$ cat config.mk
export PLATFORM = sky130hd
export DESIGN_NAME = ste_dma_sound_ctrl
export DESIGN_NICKNAME = d
export VERILOG_FILES = /design/src/rtl/ste_dma_sound_ctrl.sv
export SDC_FILE = /design/constraint.sdc
export NUM_CORES = 1
export LEC_CHECK = 0
export ABC_AREA = 1
export CORE_MARGIN = 2
export CORE_UTILIZATION = 55
export DETAILED_ROUTE_END_ITERATION = 8
export PLACE_DENSITY = 0.77
export REMOVE_ABC_BUFFERS = 1
export SLEW_MARGIN = 30
export SYNTH_ARGS = -nofsm -noshare
export SYNTH_HDL_FRONTEND = slang
export SYNTH_SLANG_ARGS = --single-unit
$ cat constraint.sdc
create_clock -name clk32 -period 7.5 [get_ports clk32]
set_clock_uncertainty 0.15 [all_clocks]
set_input_delay 1.125 -clock clk32 [delete_from_list [all_inputs] [get_ports clk32]]
set_output_delay 1.125 -clock clk32 [all_outputs]
set_load 0.1 [all_outputs]
$ cat src/rtl/ste_dma_sound_ctrl.sv
// STE DMA sound sequencer: CPU-visible frame registers plus the fetch/load
// state machine that feeds one memory word per granted slot to the shifter FIFO.
module ste_dma_sound_ctrl #(
  parameter int AW        = 22,
  parameter int SLOAD_LEN = 2
) (
  input  logic          clk32,
  input  logic          resb,
  input  logic          CS,
  input  logic          RW,
  input  logic [3:0]    A,
  input  logic [15:0]   DIN,
  output logic [15:0]   DOUT,
  input  logic          SREQ,
  input  logic          slot,
  output logic          snd_rd,
  output logic [AW-1:0] snd_addr,
  input  logic          snd_ack,
  output logic          SLOAD_N,
  output logic          frame_end,
  output logic          active
);

  localparam int LW = (SLOAD_LEN > 1) ? $clog2(SLOAD_LEN) : 1;

  typedef enum logic [1:0] {IDLE, RUN, FETCH, LOAD} state_t;

  state_t        state;
  logic          cs_d;
  logic          play, loop_en;
  logic [7:0]    st_hi, st_mid, en_hi, en_mid;
  logic [6:0]    st_lo, en_lo;
  logic [AW-1:0] counter, end_l;
  logic [LW-1:0] load_cnt;

  logic          wr, arm;
  logic [AW-1:0] start_w, end_w, cnt_inc;
  logic [23:0]   cnt_b;
  logic [7:0]    rd_b;
  logic          unused_din;

  // Writes fire once per CS assertion, however long the CPU holds CS.
  assign wr         = CS & ~cs_d & ~RW;
  assign arm        = wr && (A == 4'd0) && DIN[0] && !play && (state == IDLE);
  assign start_w    = AW'({st_hi, st_mid, st_lo});
  assign end_w      = AW'({en_hi, en_mid, en_lo});
  assign cnt_inc    = counter + AW'(1);
  assign cnt_b      = 24'({counter, 1'b0});
  assign unused_din = ^DIN[15:8];

  always_comb begin
    rd_b = 8'h00;
    case (A)
      4'd0: rd_b = {6'b0, loop_en, play};
      4'd1: rd_b = st_hi;
      4'd2: rd_b = st_mid;
      4'd3: rd_b = {st_lo, 1'b0};
      4'd4: rd_b = cnt_b[23:16];
      4'd5: rd_b = cnt_b[15:8];
      4'd6: rd_b = cnt_b[7:0];
      4'd7: rd_b = en_hi;
      4'd8: rd_b = en_mid;
      4'd9: rd_b = {en_lo, 1'b0};
      default: rd_b = 8'h00;
    endcase
  end

  assign DOUT = {8'h00, rd_b};

  always_ff @(posedge clk32 or negedge resb) begin
    if (!resb) begin
      state     <= IDLE;
      cs_d      <= 1'b0;
      play      <= 1'b0;
      loop_en   <= 1'b0;
      st_hi     <= '0;
      st_mid    <= '0;
      st_lo     <= '0;
      en_hi     <= '0;
      en_mid    <= '0;
      en_lo     <= '0;
      counter   <= '0;
      end_l     <= '0;
      load_cnt  <= '0;
      snd_rd    <= 1'b0;
      snd_addr  <= '0;
      SLOAD_N   <= 1'b1;
      frame_end <= 1'b0;
      active    <= 1'b0;
    end else begin
      cs_d      <= CS;
      frame_end <= 1'b0;

      if (wr) begin
        case (A)
          4'd0: begin play <= DIN[0]; loop_en <= DIN[1]; end
          4'd1: st_hi  <= DIN[7:0];
          4'd2: st_mid <= DIN[7:0];
          4'd3: st_lo  <= DIN[7:1];
          4'd7: en_hi  <= DIN[7:0];
          4'd8: en_mid <= DIN[7:0];
          4'd9: en_lo  <= DIN[7:1];
          default: ;
        endcase
      end

      // FSM updates come after the CPU write so that its play clears win.
      case (state)
        IDLE: begin
          if (arm) begin
            counter <= start_w;
            end_l   <= end_w;
            if (start_w >= end_w) begin
              play      <= 1'b0;
              frame_end <= 1'b1;
            end else begin
              state  <= RUN;
              active <= 1'b1;
            end
          end
        end
        RUN: begin
          if (!play) begin
            state  <= IDLE;
            active <= 1'b0;
          end else if (SREQ && slot) begin
            state    <= FETCH;
            snd_rd   <= 1'b1;
            snd_addr <= counter;
          end
        end
        FETCH: begin
          if (snd_ack) begin
            snd_rd   <= 1'b0;
            SLOAD_N  <= 1'b0;
            load_cnt <= '0;
            state    <= LOAD;
          end
        end
        LOAD: begin
          if (load_cnt == LW'(SLOAD_LEN - 1)) begin
            SLOAD_N <= 1'b1;
            counter <= cnt_inc;
            if (cnt_inc == end_l) begin
              frame_end <= 1'b1;
              if (loop_en && play) begin
                counter <= start_w;
                end_l   <= end_w;
                state   <= RUN;
              end else begin
                play   <= 1'b0;
                state  <= IDLE;
                active <= 1'b0;
              end
            end else if (play) begin
              state <= RUN;
            end else begin
              state  <= IDLE;
              active <= 1'b0;
            end
          end else begin
            load_cnt <= load_cnt + LW'(1);
          end
        end
        default: state <= IDLE;
      endcase
    end
  end

endmodule

==> report_table.html <==
<table>
<tr><th>Metric</th><th>Value</th></tr>
<tr><th colspan="2">Drt</th></tr>
<tr><td>DRC Markers</td><td>0</td></tr>
<tr><td>Detailed-route wire length per cell</td><td>17.1 µm</td></tr>
<tr><td>Overall routed net length</td><td>around 21000 µm</td></tr>
<tr><td>DRT Pass-1 Iters</td><td>7</td></tr>
<tr><td>Vias after detailed routing</td><td>roughly 7.0k</td></tr>
<tr><td>DRC violation total after the first TritonRoute iteration</td><td>between 800 and 900</td></tr>
<tr><td>Number of vias per cell</td><td>approximately 5.6</td></tr>
<tr><td>Remaining antenna violation count</td><td>0</td></tr>
<tr><th colspan="2">Worst setup path</th></tr>
<tr><td>Crit path DAT</td><td>slightly below 4000 ps</td></tr>
<tr><td>Type of the worst setup path</td><td>in2out</td></tr>
<tr><td>Crit path launch type</td><td>primary input</td></tr>
<tr><td>Maximum fanout count along the critical path</td><td>5</td></tr>
<tr><td>Data required time of the critical path</td><td>6220 ps</td></tr>
<tr><td>Endpoint type of the worst setup path</td><td>primary output</td></tr>
<tr><th colspan="2">Clock network</th></tr>
<tr><td>Maximum buffer depth of the clock tree</td><td>2</td></tr>
<tr><td>H-tree levels</td><td>4</td></tr>
<tr><td>Clock insertion delay at the later pin of the skew report</td><td>~420 ps</td></tr>
<tr><td>Total number of clock tree sinks</td><td>approximately 120</td></tr>
<tr><td>CTS tree</td><td>built</td></tr>
<tr><td>CTS hold repair buffers</td><td>0</td></tr>
<tr><td>Root Buffer Master</td><td>clkbuf_16</td></tr>
<tr><td>Count of cells resized by post-cts repair</td><td>0</td></tr>
<tr><td>Number of CTS-inserted buffers</td><td>17</td></tr>
<tr><td>Worst-path clk slew</td><td>around 50 ps</td></tr>
<tr><td>Post-CTS Setup Repair Bufs</td><td>0</td></tr>
<tr><th colspan="2">Timing</th></tr>
<tr><td>Final number of max-transition violations</td><td>0</td></tr>
<tr><td>Final hold violations</td><td>0</td></tr>
<tr><td>Rel. slew slack</td><td>0.348</td></tr>
<tr><td>Final critical-path share of the clock period</td><td>0.701</td></tr>
<tr><td>Setup tns final</td><td>0 ps</td></tr>
<tr><td>Transition time of the tightest slew-check pin</td><td>about 980 ps</td></tr>
<tr><td>Tmin final</td><td>approximately 5300 ps</td></tr>
<tr><td>Final setup viols</td><td>0</td></tr>
<tr><td>Setup repair after global routing missed its margin</td><td>no</td></tr>
<tr><td>Achievable clock frequency</td><td>about 190 MHz</td></tr>
<tr><th colspan="2">Final layout</th></tr>
<tr><td>Final standard cell area without fillers</td><td>8520 µm²</td></tr>
<tr><td>Fraction of final layout cells sized beyond drive strength 1</td><td>0.0685</td></tr>
<tr><td>Fin nets</td><td>between 1k and 1.5k</td></tr>
<tr><td>Count of antenna diodes in the layout</td><td>0</td></tr>
<tr><td>Signed area change from the synthesized netlist to the final layout</td><td>15.5%</td></tr>
<tr><th colspan="2">Die</th></tr>
<tr><td>Die height</td><td>120 µm</td></tr>
<tr><td>Effective utilization at floorplan</td><td>0.559</td></tr>
<tr><td>Top Ports</td><td>~70</td></tr>
<tr><td>Floorplan die width</td><td>about 120 µm</td></tr>
<tr><td>Placeable core area</td><td>around 13000 µm²</td></tr>
<tr><td>Number of placement rows</td><td>42</td></tr>
<tr><td>DIE AREA</td><td>about 14000 µm²</td></tr>
<tr><th colspan="2">Pwr</th></tr>
<tr><td>VDD IR max</td><td>just under 0.2 mV</td></tr>
<tr><td>Clk pwr share</td><td>0.259</td></tr>
<tr><td>Logic pwr share</td><td>0.413</td></tr>
<tr><td>Total net switching power</td><td>roughly 0.0013 W</td></tr>
<tr><td>Pwr dens</td><td>roughly 350 nW/µm²</td></tr>
<tr><td>Seq pwr share</td><td>0.328</td></tr>
<tr><td>Switching power share of the total</td><td>0.445</td></tr>
<tr><td>Internal power summed over all cells</td><td>0.00165 W</td></tr>
<tr><td>Leakage power of the design</td><td>~4.1 nW</td></tr>
<tr><th colspan="2">Yosys</th></tr>
<tr><td>Cell count after synthesis</td><td>1007</td></tr>
<tr><td>Share of Yosys cell area claimed by the top area cell type</td><td>0.411</td></tr>
<tr><td>Synth cell count leaders</td><td>333 x nand2_1, 123 x inv_1, 121 x dfrtp_1, 84 x o21ai_0, 79 x nand3_1</td></tr>
<tr><td>Cell with the most instances after synthesis</td><td>nand2_1</td></tr>
<tr><td>Cell type with the largest total area after synthesis</td><td>dfrtp_1</td></tr>
<tr><td>Top_reg_cell synth</td><td>dfrtp_1</td></tr>
<tr><td>Mean instance size in the synthesized netlist</td><td>between 7 and 8 µm²</td></tr>
<tr><td>Sequential share of the synthesized area</td><td>0.414</td></tr>
<tr><td>Number of enable-type register cells in the synthesized netlist</td><td>0</td></tr>
<tr><td>Async set-or-reset flop fraction in the synthesized netlist</td><td>1.00</td></tr>
<tr><td>Largest cells by area after synthesis</td><td>dfrtp_1 41%, nand2_1 17%, inv_1 6.3%</td></tr>
<tr><td>Count of synthesis-stage warnings from yosys</td><td>0</td></tr>
<tr><td>Cell area after technology mapping</td><td>7380 µm²</td></tr>
<tr><td>Number of storage elements in the synthesis netlist</td><td>122</td></tr>
<tr><td>Number of distinct library cells after synthesis</td><td>39</td></tr>
<tr><th colspan="2">GRT</th></tr>
<tr><td>Antenna violations before repair</td><td>0</td></tr>
<tr><td>Global route overflow</td><td>0</td></tr>
<tr><td>Wire length of the first global-routing pass</td><td>33600 µm</td></tr>
<tr><td>Global routing usage summed across all routing layers</td><td>0.309</td></tr>
<tr><td>Number of global-route vias before repair</td><td>approximately 6.4k</td></tr>
<tr><td>Maximum number of pins on one net before global-route repair</td><td>77</td></tr>
<tr><th colspan="2">Place</th></tr>
<tr><td>Half-perimeter wire length of the detailed placement result</td><td>between 15000 and 20000 µm</td></tr>
<tr><td>Count of buffers inserted at the top-level ports</td><td>52</td></tr>
<tr><td>Routability congestion estimate from global placement</td><td>between 1 and 1.5</td></tr>
<tr><td>Post-place instance area</td><td>about 8000 µm²</td></tr>
<tr><th colspan="2">Outcome</th></tr>
<tr><td>Status</td><td>finished clean</td></tr>
<tr><th colspan="2">Hold path</th></tr>
<tr><td>Path category of the worst min-delay check</td><td>reg2reg</td></tr>
<tr><th colspan="2">Flow run</th></tr>
<tr><td>Max-cap check violation count</td><td>0</td></tr>
</table>
## routing by layer
layer	global-route usage	up-vias	share of wire
met5	0	-	0
li1	-	3375	-
met1	0.418	3217	0.43
met3	0.0699	69	0.082
met2	0.462	328	0.44
met4	0.164	0	0.045
## registers in the layout, indices dropped and copies added (netlist names), named ones only
register   count
en_lo          7
play           1
en_mid         8
counter       22
frame_end      1
st_hi          8
active         1
SLOAD_N        1
state          1
cs_d           1
end_l         22
en_hi          8
loop_en        1
st_lo          7
st_mid         8
snd_rd         1
load_cnt       1
snd_addr      22
## layout make-up
class,instances,area (µm²)
clock buffer,21,450
clock inverter,9,100
fill,1195,4670
inverter,126,473
multi-input combinational,733,3680
sequential,122,3050
tap,176,220
timing repair buffer,55,544
## stage by stage
step	worst slack, ps	power (W)	hold WS [ps]	std cells	util
detailed placement	2280	0.00218	322	1212	0.604
global route	2080	0.00314	354	1242	0.646
floorplan	2510	0.00183	303	981	-
CTS	2310	0.00296	335	1242	0.646
finish	2240	0.00297	328	1242	0.646
global placement	2280	0.00216	308	1212	0.604
## kinds of logic after synthesis
logic type,count (synthesis),share of synthesized area
AO/OA/AOI/OAI,163,0.130
adder cells (fa/ha/maj),27,0.0458
AND/OR/NAND/NOR,530,0.309
buffers and inverters,159,0.0908
multiplexers,1,0.00153
other,1,0.000508
flip-flops,122,0.414
XOR/XNOR,4,0.00882
## power groups by stage
stage | Sequential [W] | Clock (W) | Combinational, W
3_5_place_dp | 0.000976 | 0 | 0.00121
2_1_floorplan | 0.00111 | 0 | 0.000718
5_1_grt | 0.000993 | 0.000805 | 0.00135
6_report | 0.000976 | 0.000771 | 0.00123
4_1_cts | 0.000969 | 0.000776 | 0.00122
3_3_place_gp | 0.000974 | 0 | 0.00119
## cell usage in the layout (no fill, tap or decap), types with 3 or more instances in the layout
cell | synthesis | layout
conb_1 | 1 | 8
nor3_1 | 6 | 6
nor2_1 | 62 | 62
clkbuf_16 | 0 | 17
clkdlybuf4s50_1 | 0 | 51
o2111ai_1 | 3 | 3
nor4_1 | 7 | 7
o21ai_2 | 22 | 22
clkinv_2 | 0 | 5
buf_4 | 10 | 3
o21ai_1 | 4 | 4
nand3b_1 | 11 | 11
a21oi_1 | 21 | 21
nand3_1 | 79 | 79
inv_1 | 123 | 123
dfrtp_1 | 121 | 121
o21ai_0 | 84 | 84
nand4_1 | 17 | 17
nor2_2 | 4 | 4
nor2_4 | 3 | 3
o22ai_1 | 23 | 23
nand2_1 | 333 | 333
clkbuf_1 | 15 | 3
a221oi_1 | 3 | 3
inv_2 | 2 | 3
ha_1 | 27 | 27
## path summary, 6_finish.rpt
check,start,to,slack (ps),cells past startpoint
max in group asynchronous,resb,en_hi[2],5560,2
min in group asynchronous,resb,snd_addr[6],580,1
setup / recovery,A[1],DOUT[4],2240,8
setup reg to reg,counter[1],end_l[8],3130,16
hold reg to reg,snd_addr[14],snd_addr[14],330,2
hold / removal,snd_addr[14],snd_addr[14],330,2
## critical path, cell delays in order
cell and delay [ps]:
clkdlybuf4s50_1 560, inv_1 80, nor3_1 510, inv_1 160
o22ai_1 150, nor4_1 100, o21ai_0 120, clkdlybuf4s50_1 1180
Power figures use the tool's default switching activity.
